## src/rtl/alu_driver.sv

```systemverilog
// Sequential front-end for the 4-bit combinational ALU: accepts one request,
// drives registered command/operands, captures the result and returns it.
module alu_driver #(
    parameter int CNT_W = 8
) (
    input  logic             clk,
    input  logic             rst,
    input  logic             req_valid,
    output logic             req_ready,
    input  logic [2:0]       req_cmd,
    input  logic [3:0]       req_a,
    input  logic [3:0]       req_b,
    output logic [2:0]       alu_command,
    output logic [3:0]       inA,
    output logic [3:0]       inB,
    input  logic [3:0]       alu_out,
    input  logic             alu_iszero,
    input  logic             alu_is_overflow,
    input  logic             alu_cout,
    output logic             resp_valid,
    input  logic             resp_ready,
    output logic [3:0]       resp_data,
    output logic [2:0]       resp_flags,
    output logic [2:0]       resp_cmd,
    output logic             busy,
    output logic [CNT_W-1:0] op_count
);

    localparam logic [1:0] IDLE = 2'd0;
    localparam logic [1:0] EVAL = 2'd1;
    localparam logic [1:0] RESP = 2'd2;

    logic [1:0]       r_state;
    logic [2:0]       r_cmd;
    logic [3:0]       r_a;
    logic [3:0]       r_b;
    logic [3:0]       r_resp_data;
    logic [2:0]       r_resp_flags;
    logic [2:0]       r_resp_cmd;
    logic [CNT_W-1:0] r_op_count;

    logic w_accept;
    logic w_capture;
    logic w_done;

    assign w_accept  = req_valid && (r_state == IDLE);
    assign w_capture = (r_state == EVAL);
    assign w_done    = resp_ready && (r_state == RESP);

    always_ff @(posedge clk or negedge rst) begin
        if (!rst) begin
            r_state <= IDLE;
        end else begin
            case (r_state)
                IDLE:    r_state <= w_accept ? EVAL : IDLE;
                EVAL:    r_state <= RESP;
                RESP:    r_state <= w_done ? IDLE : RESP;
                default: r_state <= IDLE;
            endcase
        end
    end

    // Drive registers hold their last values while idle so the ALU inputs stay quiet.
    always_ff @(posedge clk or negedge rst) begin
        if (!rst) begin
            r_cmd <= 3'd0;
            r_a   <= 4'd0;
            r_b   <= 4'd0;
        end else if (w_accept) begin
            r_cmd <= req_cmd;
            r_a   <= req_a;
            r_b   <= req_b;
        end
    end

    always_ff @(posedge clk or negedge rst) begin
        if (!rst) begin
            r_resp_data  <= 4'd0;
            r_resp_flags <= 3'd0;
            r_resp_cmd   <= 3'd0;
        end else if (w_capture) begin
            r_resp_data  <= alu_out;
            r_resp_flags <= {alu_cout, alu_is_overflow, alu_iszero};
            r_resp_cmd   <= r_cmd;
        end
    end

    always_ff @(posedge clk or negedge rst) begin
        if (!rst) begin
            r_op_count <= '0;
        end else if (w_done) begin
            r_op_count <= r_op_count + 1'b1;
        end
    end

    assign req_ready   = (r_state == IDLE);
    assign resp_valid  = (r_state == RESP);
    assign busy        = (r_state != IDLE);
    assign alu_command = r_cmd;
    assign inA         = r_a;
    assign inB         = r_b;
    assign resp_data   = r_resp_data;
    assign resp_flags  = r_resp_flags;
    assign resp_cmd    = r_resp_cmd;
    assign op_count    = r_op_count;

endmodule
```

## config.mk

```make
export PLATFORM = sky130hd
export DESIGN_NAME = alu_driver
export DESIGN_NICKNAME = d
export VERILOG_FILES = /design/src/rtl/alu_driver.sv
export SDC_FILE = /design/constraint.sdc
export NUM_CORES = 1
export LEC_CHECK = 0
export ABC_AREA = 1
export CELL_PAD_IN_SITES_DETAIL_PLACEMENT = 1
export CELL_PAD_IN_SITES_GLOBAL_PLACEMENT = 1
export CORE_MARGIN = 1.5
export CORE_UTILIZATION = 25
export DETAILED_ROUTE_END_ITERATION = 16
export PLACE_DENSITY_LB_ADDON = 0.1
export SLEW_MARGIN = 40
export SYNTH_ARGS = -nofsm -noshare
export SYNTH_HDL_FRONTEND = slang
export SYNTH_SLANG_ARGS = --single-unit
```

## constraint.sdc

```tcl
create_clock -name clk -period 1.65 [get_ports clk]
set_input_delay 0.2475 -clock clk [delete_from_list [all_inputs] [get_ports clk]]
set_output_delay 0.2475 -clock clk [all_outputs]
set_load 0.01 [all_outputs]
```

==> summary.log, run 1 <==
qor: synthesis.syn_avg_cell_area 10.1 µm²
qor: synthesis.postSynthCellCount 124
qor: power.p_total 3.60 mW
qor: grt.globalRouteTotalUtil 0.126
qor: synthesis.combined_area_of_all_synthesized_cells 1250 µm²
qor: worst_setup_path.startpoint_kind_of_the_worst_setup_timing_path flop
qor: die.io-pin-count 54
qor: place.globalplace.congestion 0.659
qor: synthesis.ys_ff_latch 31
qor: timing.timing.final.crit_share 0.913
qor: worst_setup_path.buffers_plus_inverters_on_the_worst_setup_path 1
qor: synthesis.syn_nets 147
qor: grt.grt_first_pass_wirelength 5100 µm
qor: clock_network.tritoncts_buffer_count 5
qor: detailed_routing.drt-pass1-iter-count 4
qor: timing.period_needed 1.51 ns
qor: timing.report.final.hold_viol_count 0
qor: detailed_routing.remaining_drc_errors 0
qor: place.place.detailed.hpwl 2370 µm
qor: timing.max_freq 664 MHz
qor: clock_network.htree_levels 2
qor: worst_hold_path.worst_hold_path_type in -> async
qor: finish.antenna_cells_inserted 0
qor: clock_network.clkSlewWorstSetupHoldPaths 0.07 ns
qor: finish.layout_cells_sized_above_1 0.138
qor: grt.grt_max_degree 32
qor: worst_setup_path.crit_required 1.40 ns
qor: worst_setup_path.critical_path_capture_point_type output port
qor: timing.slew-limit-headroom 0.684
qor: worst_setup_path.critical_path.slowest_cell sky130_fd_sc_hd__clkdlybuf4s50_1
qor: clock_network.clockBufferDepth 2
qor: worst_setup_path.cp_top_delay_family buffers and inverters
qor: clock_network.clkSinkCount 31
qor: detailed_routing.final_antenna_net_count 0
qor: grt.overflow 0
qor: die.std_cell_rows 25
qor: die.chipWidth 73.6 µm
qor: synthesis.yosys_warnings 0
qor: detailed_routing.route.final.wire_length 3230 µm
qor: worst_setup_path.crit_chain clkdlybuf4s50_1
qor: finish.area_growth 61.0%
qor: synthesis.synthDistinctLibCells 15
qor: timing.postLayoutSetupSlackWorst 0.143 ns
qor: detailed_routing.wl_per_cell 12.6 µm
qor: finish.final_nets 210
qor: detailed_routing.vias_per_cell 4.09
qor: place.dpl_worst_slack 0.0531 ns
qor: finish.finalCoreUtilization 0.422
qor: die.placeableCoreArea 4750 µm²
qor: flow_run.drv_cap 0
qor: die.design.die.area 5420 µm²
qor: timing.rsz0062_at_grt no
qor: die.starting_utilization_of_the_core_area 0.262
qor: clock_network.clock_tree_from_tritoncts built
qor: place.dp.cells 245
qor: worst_setup_path.max_stage_delay 0.56 ns
qor: worst_setup_path.worst-endpoint-arrival 1.26 ns
qor: power.peakVddDrop 648 µV
qor: detailed_routing.via_count 1042
qor: die.die_height 73.6 µm
qor: grt.grt_pass1_vias 1069
qor: place.port_buffers 53
qor: timing.timing_max_transition_violations_final 0
qor: synthesis.seq_area_frac_synth 0.622
qor: clock_network.clk_root_buffer_cell sky130_fd_sc_hd__clkbuf_8
qor: timing.setup_skew 0.00647 ns
qor: timing.finalSetupViolCount 0
qor: clock_network.clk_latency 0.28 ns
qor: clock_network.postCtsHoldBufs 0
qor: power.power.density_cell_area 1790 nW/µm²
qor: timing.post_route_setup_tns 0 ns
qor: power.total_leakage_power 0.952 nW
qor: timing.worstMarginPinSlew 0.473 ns
qor: detailed_routing.detailedRoute.firstIterationViolations 23
qor: worst_setup_path.cp_max_fo 4
qor: grt.antenna_found_initial 0
qor: run_status.status completed
qor: worst_setup_path.worst-setup-path-type reg -> out
qor: finish.layoutNonFillerInstCount 255
qor: finish.final.fill_count 551
cell usage in the layout (no fill, tap or decap), drive strengths merged:
cell / netlist / layout
dfrtp: 31 / 31
inv: 13 / 13
xnor2: 2 / 2
nand3b: 1 / 1
nand2: 47 / 47
nand3: 7 / 7
dlygate4sd2: 0 / 2
nor2: 5 / 5
clkdlybuf4s50: 0 / 50
dlymetal6s2s: 0 / 1
bufinv: 0 / 1
buf: 2 / 5
ha: 1 / 1
clkinv: 0 / 1
o21ai: 5 / 5
clkbuf: 0 / 6
xor2: 2 / 2
mux2: 8 / 8
cells by family after synthesis:
group	count (synthesis)	synth area share
buffers and inverters	15	0.0511
DFF	31	0.622
and+or+nand+nor	60	0.197
muxes	8	0.0722
adders and majority gates	1	0.0100
AOI/OAI and AO/OA	5	0.0201
xor gates and xnor gates	4	0.0281
per-layer routing:
| metal | GRT usage | vias up | part of all wire |
|---|---|---|---|
| met5 | 0 | - | 0 |
| met1 | 0.156 | 488 | 0.45 |
| li1 | - | 513 | - |
| met4 | 0.0494 | 0 | 0.015 |
| met3 | 0.0508 | 6 | 0.069 |
| met2 | 0.197 | 35 | 0.46 |
cells in the mapped netlist, drive strengths merged:
cell type | instances | area, µm²
o21ai | 5 | 25.0
inv | 13 | 48.8
dfrtp | 31 | 776
buf | 2 | 15.0
nand3b | 1 | 7.51
nand3 | 7 | 35.0
xnor2 | 2 | 17.5
xor2 | 2 | 17.5
nor2 | 5 | 23.8
ha | 1 | 12.5
nand2 | 47 | 179
mux2 | 8 | 90.1
final timing paths:
kind	from	end	slack (ns)	depth (start not counted)
max in group asynchronous	rst	r_state[0]	0.96	2
hold reg to reg	inA[1]	inA[1]	0.48	2
hold / removal	rst	resp_data[1]	0.36	2
setup / recovery	op_count[4]	op_count[4]	0.14	1
setup reg to reg	r_state[1]	resp_flags[1]	0.29	3
min in group clk	inA[1]	inA[1]	0.48	2
per-stage QoR:
step | cell area (µm²) | hold slack, ns
2_1_floorplan | 1250 | -0.0481
3_3_place_gp | 1870 | 0.467
3_5_place_dp | 1870 | 0.469
4_1_cts | 1990 | 0.369
5_1_grt | 2010 | 0.383
6_report | 2010 | 0.362
where the power goes:
group	switching, mW	internal, mW	leakage, nW	total (mW)
registers	0.218	1.08	0.375	1.30
logic	0.639	0.884	0.516	1.52
clock network	0.291	0.488	0.0612	0.779
flip-flops by register name, summed over array words and instances (netlist names):
name,flops
alu_command,3
resp_data,4
inA,4
inB,4
r_state,2
resp_cmd,3
resp_flags,3
op_count,8
area by class of cell:
cell class              count  area [µm²]  area share
clock buffers               6        82.6      0.0411
clock inverters             2        35.0      0.0174
inverters                  13        48.8      0.0243
multi-input cells          78         413       0.206
flip-flops and latches     31         777       0.387
well taps                  67        83.8      0.0417
repair buffers             58         568       0.283
timing repair:
item / CTS / global route
endpoints found under the setup margin: 3 / 1
pin swaps: 0 / 1
resized for setup: 3 / 2
setup buffers: 0 / 2
No activity file was read; power rests on OpenSTA's default activity.
==> run 2, diff against run 1 <==
--- a/config.mk
+++ b/config.mk
@@ -11,6 +11,7 @@
 export CORE_MARGIN = 1.5
 export CORE_UTILIZATION = 25
 export DETAILED_ROUTE_END_ITERATION = 16
+export HOLD_SLACK_MARGIN = 0.06
 export PLACE_DENSITY_LB_ADDON = 0.1
 export SLEW_MARGIN = 40
 export SYNTH_ARGS = -nofsm -noshare
==> results of run 2 <==
No change in the layout: final DEF, timing and power equal those of run 1.
